==> config.mk <==
export PLATFORM = sky130hd
export DESIGN_NAME = seg_scan_ctrl
export DESIGN_NICKNAME = d
export VERILOG_FILES = /design/src/rtl/seg_scan_ctrl.sv
export SDC_FILE = /design/constraint.sdc
export NUM_CORES = 1
export LEC_CHECK = 0
export CORE_MARGIN = 8
export CORE_UTILIZATION = 40
export CTS_BUF_LIST = sky130_fd_sc_hd__clkbuf_16
export CTS_CLUSTER_DIAMETER = 120
export CTS_CLUSTER_SIZE = 12
export DETAILED_ROUTE_END_ITERATION = 16
export HOLD_SLACK_MARGIN = 0.05
export PLACE_DENSITY_LB_ADDON = 0.3
export SKIP_CTS_REPAIR_TIMING = 1
export SLEW_MARGIN = 5
export SYNTH_ARGS = -nofsm -noshare
export SYNTH_HDL_FRONTEND = slang
export SYNTH_SLANG_ARGS = --single-unit
export TNS_END_PERCENT = 5
==> constraint.sdc <==
create_clock -name clk -period 2.3 [get_ports clk]
set_input_delay 0.345 -clock clk [delete_from_list [all_inputs] [get_ports clk]]
set_output_delay 0.345 -clock clk [all_outputs]
set_load 0.01 [all_outputs]
==> src/rtl/seg_scan_ctrl.sv <==
// rtl/seg_scan_ctrl.sv - accepts a 16-bit value, captures its BCD digits and scans a 4-digit 7-seg display
// Optional: define SEG_LZ_BLANK_EN to blank leading zeros on digits 0..2.
module seg_scan_ctrl #(
    parameter int CLK_DIV = 100000
) (
    input  logic        clk,
    input  logic        rst_n,
    input  logic        val_valid,
    input  logic [15:0] val_data,
    output logic        val_ready,
    output logic [15:0] bcd_bin,
    input  logic [3:0]  bcd_in [0:3],
    output logic [3:0]  an_n,
    output logic [6:0]  seg_n,
    output logic        overflow
);

    typedef enum logic {SHOW, CONV} state_t;

    localparam int         PRE_W     = 21;
    localparam logic [PRE_W-1:0] PRE_MAX = PRE_W'(CLK_DIV - 1);
    localparam logic [6:0] SEG_DASH  = 7'b0111111;
    localparam logic [6:0] SEG_BLANK = 7'b1111111;
`ifdef SEG_LZ_BLANK_EN
    localparam logic [6:0] SEG_RST   = SEG_BLANK;
`else
    localparam logic [6:0] SEG_RST   = 7'b1000000;
`endif

    state_t           state, state_nx;
    logic             accept;
    logic [PRE_W-1:0] pre;
    logic             tick;
    logic [1:0]       idx;
    logic [3:0]       dig [0:3];
    logic [3:0]       cur;
    logic             blank;
    logic [3:0]       an_nx;
    logic [6:0]       seg_nx;
`ifdef SEG_LZ_BLANK_EN
    logic [3:0]       lz;
`endif

    function automatic logic [6:0] decode(input logic [3:0] d);
        case (d)
            4'd0:    decode = 7'b1000000;
            4'd1:    decode = 7'b1111001;
            4'd2:    decode = 7'b0100100;
            4'd3:    decode = 7'b0110000;
            4'd4:    decode = 7'b0011001;
            4'd5:    decode = 7'b0010010;
            4'd6:    decode = 7'b0000010;
            4'd7:    decode = 7'b1111000;
            4'd8:    decode = 7'b0000000;
            4'd9:    decode = 7'b0010000;
            default: decode = SEG_BLANK;
        endcase
    endfunction

    always_comb begin
        state_nx  = state;
        val_ready = 1'b0;
        accept    = 1'b0;
        case (state)
            SHOW: begin
                val_ready = 1'b1;
                if (val_valid) begin
                    accept   = 1'b1;
                    state_nx = CONV;
                end
            end
            CONV: state_nx = SHOW;
        endcase
    end

    assign tick = (pre == PRE_MAX);

    // Next display slot is derived from the current idx/dig; registering it gives the one-cycle lag.
    always_comb begin
        cur   = dig[idx];
        blank = 1'b0;
`ifdef SEG_LZ_BLANK_EN
        lz[0] = (dig[0] == 4'd0);
        lz[1] = lz[0] && (dig[1] == 4'd0);
        lz[2] = lz[1] && (dig[2] == 4'd0);
        lz[3] = 1'b0;
        blank = lz[idx];
`endif
        if (overflow)
            seg_nx = SEG_DASH;
        else if (blank)
            seg_nx = SEG_BLANK;
        else
            seg_nx = decode(cur);
        an_nx = ~(4'b0001 << idx);
    end

    always_ff @(posedge clk or negedge rst_n) begin
        if (!rst_n) begin
            state    <= SHOW;
            bcd_bin  <= 16'd0;
            overflow <= 1'b0;
            pre      <= '0;
            idx      <= 2'd0;
            for (int i = 0; i < 4; i++) dig[i] <= 4'd0;
            an_n     <= 4'b1110;
            seg_n    <= SEG_RST;
        end else begin
            state <= state_nx;
            pre   <= tick ? '0 : pre + 1'b1;
            if (tick) idx <= idx + 2'd1;
            if (accept) begin
                bcd_bin  <= val_data;
                overflow <= (val_data > 16'd9999);
            end
            if (state == CONV) begin
                for (int i = 0; i < 4; i++) dig[i] <= bcd_in[i];
            end
            an_n  <= an_nx;
            seg_n <= seg_nx;
        end
    end

endmodule

==> results.py, run 1 <==
metrics = {
    "floorplan": {
        "std_cell_rows": 31,
        "die_area_sq_um": 10560,
        "coreArea_sq_um": 7253,
        "ios": 64,
        "die_h_um": 102.8,
        "start_util_pct": 41.50,
        "die_x_um": 102.8,
    },
    "synth": {
        "synth_edf_count": 0,
        "avgSynthCellArea_sq_um": 11.32,
        "ys_ff_latch": 68,
        "syn_nets": 312,
        "synthTopCellsByArea": "dfrtp_1 (53%), nand2_1 (7.5%), mux2_2 (6.4%)",
        "yosysTopAreaCell": "dfrtp_1",
        "yosysUniqueCellTypes": 39,
        "synth_area_sq_um": 3010,
        "synthArstFlopShare_pct": 100.0,
        "ys.flop_type": "dfrtp_1",
        "yosys_warnings": 0,
        "ys_seq_area_share_pct": 56.69,
        "synth_top_area_share_pct": 53.20,
        "synthCells": 266,
    },
    "clock_network": {
        "clk_path_buf_depth": 2,
        "clockRootBuffer": "clkbuf_16",
        "cts_htree_levels": 3,
        "clock_latency_ps": 320,
        "path_clk_slew_ps": 60,
        "cts_tree": "yes",
        "cts.sinks": 68,
        "cts_buffers": 9,
    },
    "setup_path": {
        "cpPeakStageDelay_ps": 630,
        "crit_required_ps": 2540,
        "reg2reg_from": "idx[0]",
        "cp_data_arrival_time_ps": 2160,
        "worstRegToRegCells": 6,
        "cp_common_cell": "inv_1",
        "cp_max_fo": 7,
        "path_cells": "mux4_2, inv_1, ha_1, inv_1, mux2i_1, o21ai_0",
        "crit_end": "seg_n[3]",
        "cp-end-kind": "flop",
        "setup.worst_path.class": "reg -> reg",
        "start_kind": "flop",
        "worstSetupStartpoint": "idx[0]",
        "reg2reg_to": "seg_n[3]",
        "worst-r2r-setup-slack_ps": 380,
        "slowest_stage": "mux4_2",
    },
    "sta": {
        "hold_viol": 0,
        "fmax_mhz": 521.4,
        "fin_crit_sh_pct": 83.39,
        "worstMarginPinSlew_ps": 497.9,
        "fin_setup_tns_ps": 0,
        "finalSetupViolCount": 0,
        "drv_slew": 0,
        "grt_setup_unrepaired": "no",
        "fin_crit_ps": 1918,
        "relSlewSlack_pct": 66.55,
        "finClkSkew_ps": 4.764,
    },
    "global_routing": {
        "grt_max_degree": 69,
        "grt_antenna_before_repair": 0,
        "first_global_vias": 2134,
        "grtUsageTotal_pct": 12.00,
        "grt_pass1_wl_um": 9915,
        "grt_overflow": 0,
    },
    "drt": {
        "drt-total-wl_um": 6023,
        "avgViaCountPerCell": 4.724,
        "drcViolationCount": 0,
        "routedWlPerCell_um": 13.63,
        "antenna_left": 0,
        "drtPass1Iterations": 4,
        "drtIter0Drc": 71,
        "vias": 2088,
    },
    "power": {
        "ir_worst_vdd_mv": 0.3833,
        "p_leak_nw": 1.780,
        "p_per_area_nw_per_um2": 735.7,
    },
    "final_layout": {
        "antennaDiodeCount": 0,
        "area_growth_syn_to_layout_pct": 34.00,
        "final_cells": 442,
        "final_common_cell": "dfrtp_1",
        "final_nets": 384,
        "final_cell_mix": "dfrtp_1 (64), clkdlybuf4s50_1 (62), nand2_1 (60)",
        "drive_gt1_share_pct": 14.87,
    },
    "placement": {
        "portBuffers": 63,
        "hpwl_um": 4435,
        "dp.cells": 426,
        "place_congestion": 0.8031,
    },
    "run": {
        "maxCapViolCount": 0,
    },
    "status": {
        "status": "finished clean",
    },
    "hold_path": {
        "min_path_type": "in -> async",
    },
}
metal layers:
layer  part of all wire (%)  global-route usage [%]  vias to the layer above
li1                       -                       -                     1032
met1                     46                   15.19                      995
met2                     46                   18.73                       50
met3                    6.9                   3.309                       11
met4                    1.6                   5.451                        0
met5                      0                       0                        -
per-stage QoR:
step	setup slack (ps)	utilization, %	power, mW	cell area, sq um	hold slack [ps]
after floorplan	580.5	-	1.555	3010	49.41
after global placement	324.2	51.92	1.776	3766	391.3
after detailed placement	382.7	51.92	1.785	3766	394.5
after CTS	374.5	55.62	3.012	4034	53.15
after global routing	280.8	55.62	3.105	4034	58.82
final	382.1	55.62	2.968	4034	20.34
power by group:
part | leakage [nW] | switching (mW) | internal [mW]
Clock | 0.121 | 0.490 | 0.720
Sequential | 0.824 | 0.0443 | 1.29
Combinational | 0.835 | 0.186 | 0.237
Total | 1.78 | 0.720 | 2.25
cell usage after synthesis, types with 3 or more instances:
library cell / instances
xor2_1: 7
o21ai_0: 4
mux2_2: 17
dfrtp_1: 64
nor2_1: 16
inv_1: 13
xnor2_1: 13
dfstp_2: 4
nand2_1: 60
nand4_1: 3
nor3_1: 6
nor4_1: 5
mux4_2: 4
nand3_1: 7
ha_1: 11
kinds of logic after synthesis:
family                   share of synthesized area, %
AND/OR/NAND/NOR                                 16.87
flip-flops                                      56.69
multiplexers                                    10.02
buffers and inverters                           3.200
XOR/XNOR                                        5.819
AO/OA/AOI/OAI                                   2.827
adder cells (fa/ha/maj)                         4.572
final cells by class:
class | count | area, sq um
clock buffers | 9 | 225.2
clock inverters | 7 | 42.54
fillers | 645 | 3219
inverters | 14 | 52.55
multi-input cells | 177 | 1207
flip-flops and latches | 68 | 1707
well taps | 99 | 123.9
repair buffers | 68 | 675.6
worst min path at each step:
stage	startpoint	to	slack, ps	depth (start not counted)
4_1_cts	rst_n	seg_n[0]	50	2
2_1_floorplan	rst_n	an_n[0]	50	0
5_1_grt	rst_n	seg_n[0]	60	2
6_report	rst_n	seg_n[0]	20	2
3_3_place_gp	rst_n	seg_n[3]	390	2
3_5_place_dp	rst_n	seg_n[0]	390	2
worst max-delay path: cells and delay by family (launching register included):
family | cells | cell delay (ps)
multiplexers | 2 | 700
AO/OA/AOI/OAI | 1 | 150
buffers and inverters | 2 | 190
adder cells (fa/ha/maj) | 1 | 250
flip-flops | 1 | 540
registers in the layout (all words and copies together), names as in the netlist:
signal	cells
seg_n	7
dig	16
an_n	4
pre	21
state	1
bcd_bin	16
overflow	1
idx	2
No activity file was read; power rests on OpenSTA's default activity.
==> run 2, diff against run 1 <==
==> constraint.sdc (replaced) <==
create_clock -name clk -period 1.73 [get_ports clk]
set_input_delay 0.2595 -clock clk [delete_from_list [all_inputs] [get_ports clk]]
set_output_delay 0.2595 -clock clk [all_outputs]
set_load 0.01 [all_outputs]
==> run 2 against run 1 <==
Net effect:
- via count is 6.0% higher
- clock power grew 43%
- sequential share of layout area shrank 2.1 points
- hold slack gained 450 ps
- first-iteration DRC count down 11%
- combinational power increased by 52%
==> results.py, run 2 (same netlist as run 1, synthesis figures left out) <==
metrics = {
    "status": {
        "status": "finished clean",
    },
    "drt": {
        "drtIter0Drc": 63,
        "routedWlPerCell_um": 13.97,
        "drt-total-wl_um": 6410,
        "antenna_left": 0,
        "avgViaCountPerCell": 4.824,
        "drcViolationCount": 0,
        "vias": 2214,
        "drtPass1Iterations": 4,
    },
    "final_layout": {
        "final_cell_mix": "dfrtp_1 (63), clkdlybuf4s50_1 (62), nand2_1 (60)",
        "final_common_cell": "dfrtp_1",
        "final_util_pct": 58.50,
        "drive_gt1_share_pct": 21.39,
        "largest_reg_flops": 21,
        "final_nets": 401,
        "top_register": "pre",
        "top_regs": "pre: 21 flops, bcd_bin: 16 flops, dig: 16 flops",
        "antennaDiodeCount": 0,
        "area_growth_syn_to_layout_pct": 40.94,
        "stdcell_area_sq_um": 4243,
    },
    "clock_network": {
        "path_clk_slew_ps": 60,
        "cts_htree_levels": 3,
        "cts_tree": "yes",
        "clock_latency_ps": 320,
        "clk_path_buf_depth": 2,
        "cts_buffers": 9,
        "clockRootBuffer": "clkbuf_16",
        "cts.sinks": 68,
    },
    "setup_path": {
        "start_kind": "flop",
        "cpLargestDelayFamily": "multiplexers",
        "crit_required_ps": 1930,
        "path_cells": "mux4_2, inv_2, ha_4, nand2_1, a21oi_1, o21bai_1",
        "cp_max_fo": 5,
        "cp_data_arrival_time_ps": 1890,
        "cpPeakStageDelay_ps": 600,
        "slowest_stage": "mux4_2",
        "cp-end-kind": "flop",
        "critPathBufInv": 1,
        "setup.worst_path.class": "reg -> reg",
    },
    "sta": {
        "grt_setup_unrepaired": "yes",
        "worstMarginPinSlew_ps": 483.9,
        "finalSetupViolCount": 0,
        "hold_viol": 0,
        "fin_setup_tns_ps": 0,
        "relSlewSlack_pct": 67.44,
        "fin_crit_ps": 1688,
        "fin_crit_sh_pct": 97.59,
        "fmax_mhz": 592.3,
        "drv_slew": 0,
        "finClkSkew_ps": 5.632,
    },
    "placement": {
        "place_congestion": 0.8203,
        "place_area_sq_um": 3879,
        "hpwl_um": 4644,
        "portBuffers": 63,
    },
    "floorplan": {
        "ios": 64,
        "start_util_pct": 41.50,
        "die_x_um": 102.8,
        "die_h_um": 102.8,
        "coreArea_sq_um": 7253,
        "die_area_sq_um": 10560,
        "std_cell_rows": 31,
    },
    "hold_path": {
        "min_path_type": "reg -> reg",
    },
    "global_routing": {
        "grt_pass1_wl_um": 10460,
        "grt_max_degree": 69,
        "grtUsageTotal_pct": 12.91,
        "grt_overflow": 0,
        "first_global_vias": 2267,
        "grt_antenna_before_repair": 0,
    },
    "run": {
        "maxCapViolCount": 0,
    },
    "power": {
        "ir_worst_vdd_mv": 0.5620,
        "p_leak_nw": 1.893,
        "p_per_area_nw_per_um2": 978.9,
    },
}
## run 2: cell types whose count changed in the layout (fill, tap and decap cells not counted), moves of 3 or more
cell	previous run	this run
buf_4	4	18
ha_1	11	7
inv_2	0	3
o21ai_1	0	3
o21ai_0	4	1
## run 2: worst reg2reg max path: cells and delay by family (launching register included)
| kind | cells | cell delay, ps |
|---|---|---|
| multiplexers | 1 | 600 |
| AND/OR/NAND/NOR | 1 | 60 |
| AO/OA/AOI/OAI | 2 | 230 |
| flip-flops | 1 | 420 |
| buffers and inverters | 1 | 120 |
| adder cells (fa/ha/maj) | 1 | 140 |
## run 2: power breakdown
group | switching (mW) | internal [mW] | total [mW]
combinational | 0.277 | 0.368 | 0.645
sequential | 0.0602 | 1.72 | 1.78
clock | 0.637 | 1.10 | 1.73
total | 0.975 | 3.18 | 4.15
## run 2: metal layers
| layer | vias up | wire length [um] | share of wire [%] | GRT usage [%] |
|---|---|---|---|---|
| met5 | - | 0 | 0 | 0 |
| met4 | 0 | 83 | 1.3 | 5.673 |
| met1 | 1086 | 2762 | 43 | 15.37 |
| li1 | 1069 | - | - | - |
| met2 | 51 | 3106 | 48 | 21.08 |
| met3 | 8 | 458 | 7.1 | 3.984 |
## run 2: final cells by class
| type | count | area, sq um |
|---|---|---|
| clock buffer | 9 | 225.2 |
| clock inverter | 7 | 61.31 |
| fill | 617 | 3010 |
| inverter | 14 | 52.55 |
| multi-input combinational | 177 | 1259 |
| sequential | 68 | 1708 |
| tap | 99 | 123.9 |
| timing repair buffer | 85 | 813.3 |
## run 2: stage by stage
stage	cells	hold slack [ps]	setup WS, ps	power (mW)
after floorplan	266	-36.09	10.50	2.067
after global placement	441	305.8	-74.65	2.396
after detailed placement	441	307.6	-96.44	2.414
after CTS	457	-37.46	-69.26	4.172
after global routing	459	487.8	-75.05	4.355
final	459	467.8	41.65	4.153
## run 2: path summary, 6_finish.rpt
check | from | to | slack (ps) | cells after the start
min in group asynchronous | rst_n | seg_n[0] | 480 | 3
max reg2reg | idx[0] | seg_n[4] | 40 | 6
max in group asynchronous | rst_n | an_n[2] | 930 | 3
min reg2reg | bcd_bin[13] | bcd_bin[13] | 470 | 2
max | idx[0] | seg_n[4] | 40 | 6
min | bcd_bin[13] | bcd_bin[13] | 470 | 2
